===== config.mk =====
export PLATFORM = sky130hd
export DESIGN_NAME = inport_conditioner
export DESIGN_NICKNAME = d
export VERILOG_FILES = /design/src/rtl/inport_conditioner.sv
export SDC_FILE = /design/constraint.sdc
export NUM_CORES = 1
export LEC_CHECK = 0
export BUFFER_PORTS_ARGS = -buffer_cell sky130_fd_sc_hd__buf_2
export CAP_MARGIN = 5
export CORE_ASPECT_RATIO = 0.9
export CORE_UTILIZATION = 45
export DETAILED_ROUTE_END_ITERATION = 6
export PLACE_DENSITY = 0.65
export SLEW_MARGIN = 25
export SYNTH_ARGS = -nofsm -noshare
export SYNTH_HDL_FRONTEND = slang
export SYNTH_SLANG_ARGS = --single-unit

===== constraint.sdc =====
create_clock -name clk -period 2.65 [get_ports clk]
set_clock_uncertainty 0.1 [all_clocks]
set_input_delay 0.3975 -clock clk [delete_from_list [all_inputs] [get_ports clk]]
set_output_delay 0.3975 -clock clk [all_outputs]
set_load 0.005 [all_outputs]

===== src/rtl/inport_conditioner.sv =====
// Board-side producer for the host-visible inport word: synchronises raw switch/key pins,
// debounces each bit against a shared tick, normalises polarity and emits change strobes.
module inport_conditioner #(
    parameter int               WIDTH        = 16,
    parameter int               TICK_DIV     = 50000,
    parameter int               STABLE_TICKS = 10,
    parameter logic [WIDTH-1:0] INVERT_MASK  = 16'h000F
) (
    input  logic             clk,
    input  logic             reset_n,
    input  logic [WIDTH-1:0] raw_in,
    output logic [WIDTH-1:0] inport_word,
    output logic [WIDTH-1:0] rise_flags,
    output logic [WIDTH-1:0] fall_flags,
    output logic             change_pulse
);

    localparam int PW = (TICK_DIV > 1) ? $clog2(TICK_DIV) : 1;
    localparam int CW = $clog2(STABLE_TICKS + 1);
    localparam logic [PW-1:0] PRE_LAST = PW'(TICK_DIV - 1);
    localparam logic [CW-1:0] CNT_LAST = CW'(STABLE_TICKS - 1);

    logic [WIDTH-1:0] sync_p0;
    logic [WIDTH-1:0] sync_p1;
    logic [WIDTH-1:0] norm;
    logic [PW-1:0]    presc;
    logic             tick;
    logic [CW-1:0]    cnt      [WIDTH];
    logic [CW-1:0]    cnt_next [WIDTH];
    logic [WIDTH-1:0] word_next;
    logic [WIDTH-1:0] word_prev;

    // Stage p0/p1: two-flop synchroniser, idling at the released pin level
    always_ff @(posedge clk or negedge reset_n) begin
        if (!reset_n) begin
            sync_p0 <= INVERT_MASK;
            sync_p1 <= INVERT_MASK;
        end else begin
            sync_p0 <= raw_in;
            sync_p1 <= sync_p0;
        end
    end

    assign norm = sync_p1 ^ INVERT_MASK;

    always_ff @(posedge clk or negedge reset_n) begin
        if (!reset_n) begin
            presc <= '0;
        end else if (presc == PRE_LAST) begin
            presc <= '0;
        end else begin
            presc <= presc + PW'(1);
        end
    end

    assign tick = (presc == PRE_LAST);

    // A single cycle of agreement discards the accumulated count, so short glitches never commit
    always_comb begin
        word_next = inport_word;
        for (int i = 0; i < WIDTH; i++) begin
            cnt_next[i] = cnt[i];
            if (norm[i] == inport_word[i]) begin
                cnt_next[i] = '0;
            end else if (tick) begin
                if (cnt[i] == CNT_LAST) begin
                    word_next[i] = norm[i];
                    cnt_next[i]  = '0;
                end else begin
                    cnt_next[i] = cnt[i] + CW'(1);
                end
            end
        end
    end

    // Stage p2: debounced word and per-bit counters
    always_ff @(posedge clk or negedge reset_n) begin
        if (!reset_n) begin
            inport_word <= '0;
            cnt         <= '{default: '0};
        end else begin
            inport_word <= word_next;
            cnt         <= cnt_next;
        end
    end

    // Stage p3: strobes compare the committed word with its previous value
    always_ff @(posedge clk or negedge reset_n) begin
        if (!reset_n) begin
            word_prev    <= '0;
            rise_flags   <= '0;
            fall_flags   <= '0;
            change_pulse <= 1'b0;
        end else begin
            word_prev    <= inport_word;
            rise_flags   <= inport_word & ~word_prev;
            fall_flags   <= ~inport_word & word_prev;
            change_pulse <= |(inport_word ^ word_prev);
        end
    end

endmodule


Word level (Yosys, flattened, before mapping)
Index checks and enable logic that the tools add are counted.

Output and inout bits: 49. Input bits: 18. Register bits after elaboration: 177. Logic and storage cells: 193.

Reduce and logical (&&, ||, !) cells: 33. Muxes and demuxes: 49. Equal/unequal tests: 33. Bitwise logic cells: 22. Add/sub/neg operators: 17.

Operators by type and width (count): 4-bit two-way mux (48); 4-bit by 1-bit adder with 4-bit output (second input constant) (16); 4-bit equality test (second input constant) (16); 3-bit AND reduction (16); 16-bit bitwise AND (2); 16-bit inverter (2); 2-bit nonzero test (16); 16-bit by 1-bit adder with 16-bit output (second input constant) (1); 1-bit equality test (16); 16-bit equality test (second input constant) (1); 16-bit two-way mux (1); 1-bit inverter (16); 16-bit OR reduction (1); 16-bit bitwise XOR (1); 4-bit inverter (1).

Longest topological paths before layout
Word-level depth: 4. Mapped depth: 9. Mapped depth without buffers: 6.

Worst setup path before layout
Ideal clock, no wire load.

Kind: reg-to-reg. Start: register presc[4]. End: register cnt[11] in the netlist's numbering. Setup time: 0.082 ns. Cell stages (with the launch flop): 7. Data required time: 2.468 ns. Path buffers: 2. Setup slack: 0.085 ns. Data arrival time: 2.383 ns. Path through: dfrtp_1 -> or4b_4 -> or4_4 -> buf_6 -> buf_6 -> or4b_1 -> a31oi_1.

Word-level cells in the longest chain between the ends: 2.

Ends and longest elaborated chain: start, declared (line 26) `logic [PW-1:0] presc;`; start signal, assigned (line 52) `presc <= presc + PW'(1);`; 16-bit equality test (line 56) `assign tick = (presc == PRE_LAST);`; 2-bit nonzero test (no line); end signal, assigned (line 83) `cnt <= cnt_next;`; end, declared (line 28) `logic [CW-1:0] cnt [WIDTH];`.

Every way passes these cells. A chain may end at the register's enable or synchronous reset.

Worst setup path after layout
Start: register presc[11]. End: register cnt[31] in the netlist's numbering.

The elaborated chain is that of the path after synthesis.

==> results.toml <==
[min_path]
hold_class = "register to register"
min_from = "sync_p0[6]$_DFF_PN0_"

[synth]
syn_avg_cell_area_um2 = 11.18
synthTopCellsByArea = "dfrtp_1 (55%), ha_1 (10%), a21oi_1 (3.9%)"
yosysSeqAreaShare = 0.5772
synth.distinct_cells = 34
yosysTopAreaCell = "dfrtp_1"
synth_fp_nets = 769
synth_top_area_share = 0.5499
synth_cells = 688
ys_warn_count = 0
ys_ff_latch = 177
syn_area_mm2 = 0.007691

[run]
drv_cap = 0

[setup_path]
critPathLaunch = "presc[11]$_DFF_PN0_"
critPathLaunchType = "register"
worstSetupPathType = "register to register"
arrival_ns = 2.87
r2r-start = "presc[11]$_DFF_PN0_"
endpoint_kind = "register"
worstPathRequired_ns = 2.89
crit_fanout = 18

[finish]
drive_gt1_frac = 0.1916
layout.nets = 877
syn_to_final_growth_pct = 20.71
layout_common_cells = "dfrtp_1 (169), inv_1 (66), buf_2 (65)"
n_antenna_cell = 0
fin_area_mm2 = 0.009284
layout_commonest_cell = "dfrtp_1"

[floorplan]
core_area_mm2 = 0.01641
die_h_um = 126.0
dieArea_mm2 = 0.01762
die_w_um = 139.8
io_pins = 67
fp-row-count = 44
initial_core_util = 0.4688

[sta]
slew-limit-headroom = 0.6708
worst_slack_ns = 0.01773
max_freq_mhz = 379.9
rsz0062_at_grt = "yes"
tightestPinTransition_ns = 0.4939
min_period_over_period = 0.9933
period_needed_ns = 2.632
setup_viol = 0
drv_slew = 0
finalHoldViolCount = 0

[clock_network]
cts_buffers = 17
cts_root_buffer = "clkbuf_16"
path_clk_slew_ns = 0.06
cts.htree.levels = 4
clock_path_buffers = 2
clock_latency_ns = 0.42
clock-sinks = 177
cts_tree = "built"

[global_route]
antenna_found_initial = 0
grt_usage = 0.1736
grt_max_degree = 70
grt_first_pass_wirelength_mm = 24.30
grt_pass1_vias = 5137
overflow = 0

[detailed_routing]
vias = 5320
via_per_inst = 5.236
wl_per_cell_um = 14.46
drt_iter0_drc = 247
firstDrtPassIters = 4
drc = 0
wl_mm = 14.69
antenna_left = 0

[power]
p_leak_nw = 4.277
p_sw_mw = 1.107
p_clk_frac = 0.462
peakVddDrop_v = 0.0004361
p_comb_frac = 0.022
seqPwrFrac = 0.516
p_int_mw = 4.212
netSwitchingFraction = 0.2081
power_density_mw_per_mm2 = 572.9

[placed_design]
io_buffers = 66
place.gp.congestion = 0.7246
dp_slack_ns = 0.01977
dpl-instance-area_mm2 = 0.008379
dpl.hpwl_mm = 9.403

[outcome]
outcome = "completed"
[per-stage QoR]
| stage | std cells | power [mW] | TNS [ns] | util | hold WS, ns |
|---|---|---|---|---|---|
| 2_1_floorplan | 688 | 2.809 | 0 | - | 0.001909 |
| 3_3_place_gp | 960 | 2.889 | 0 | 0.5108 | 0.2340 |
| 3_5_place_dp | 960 | 2.894 | 0 | 0.5108 | 0.2358 |
| 4_1_cts | 1009 | 5.396 | 0 | 0.5570 | 0.2511 |
| 5_1_grt | 1016 | 5.512 | -0.2868 | 0.5659 | 0.2590 |
| 6_report | 1016 | 5.318 | 0 | 0.5659 | 0.2487 |
[registers in the layout, indices dropped and copies added (netlist names)]
register,flops
inport_word,16
change_pulse,1
word_prev,16
cnt,64
rise_flags,16
presc,16
sync_p1,16
fall_flags,16
sync_p0,16
[power groups by stage]
stage,Combinational (mW),Sequential [mW],Clock (mW)
6_report,0.114,2.74,2.46
5_1_grt,0.132,2.75,2.63
4_1_cts,0.119,2.74,2.53
3_5_place_dp,0.0995,2.79,0
3_3_place_gp,0.0952,2.79,0
2_1_floorplan,0.0182,2.79,0
[logic make-up after synthesis]
| family | Yosys count | synth area share |
|---|---|---|
| fa+ha+maj | 63 | 0.1025 |
| xor+xnor | 31 | 0.03530 |
| buf+inv | 83 | 0.04344 |
| flops | 177 | 0.5772 |
| simple gates | 205 | 0.1420 |
| compound gates | 126 | 0.09566 |
| mux | 3 | 0.003904 |
[worst max-delay path, stage by stage, from the launching register on]
cell and delay [ns]:
dfrtp_1 0.41, or4b_4 0.53, or4_4 0.62, buf_16 0.19, or4b_4 0.51, a31oi_2 0.19
[final cells by class]
cell class / count / area (µm²)
clock buffers: 20 / 456.7
clock inverters: 12 / 132.6
fillers: 1380 / 7122
inverters: 66 / 247.7
multi-input cells: 428 / 2959
flip-flops and latches: 177 / 4439
well taps: 207 / 259.0
repair buffers: 106 / 789.5
[cell usage after synthesis]
cell type  number
a31oi_1        16
a311oi_1        3
inv_1          66
nor3_1          3
nand4b_1        1
xor2_1          9
and2_1          1
buf_1           1
dfrtp_1       169
nor2_1         42
or3_1          30
nand3_1        17
nand3b_1        2
clkbuf_1       13
dfstp_2         8
and3_1          2
or4b_1         13
buf_6           3
or4_1          16
a21oi_1        60
a31o_2         16
ha_1           63
nor4_1          4
a211oi_1        1
or4_4           1
mux2i_1         3
nand4_1         9
nand2_1        61
or4b_4          1
o21ai_0        27
nor2b_1         1
xnor2_1        22
nor4_2          1
a41oi_1         3
[per-layer routing]
metal	track usage	share of wire
met5	0	0
met4	0.06529	0.016
met3	0.04525	0.032
met2	0.2759	0.48
met1	0.2290	0.47
[worst paths after layout]
kind                                        endpoint  slack [ns]  depth (start not counted)
worst max-delay path             cnt[31]$_DFFE_PN0P_        0.02                          5
worst min-delay path            sync_p1[6]$_DFF_PN0_        0.25                          0
worst max register to register   cnt[31]$_DFFE_PN0P_        0.02                          5
worst min register to register  sync_p1[6]$_DFF_PN0_        0.25                          0
max in group asynchronous       sync_p1[1]$_DFF_PN1_        1.29                          3
min in group asynchronous        cnt[15]$_DFFE_PN0P_        0.39                          2
[repair_timing]
item | CTS | global route
hold buffers | 17 | 0
gates resized for setup | 0 | 9
endpoints found under the setup margin | 0 | 12
buffers inserted | 0 | 4
hold endpoints to repair | 57 | 0
No activity file was read; power rests on OpenSTA's default activity.
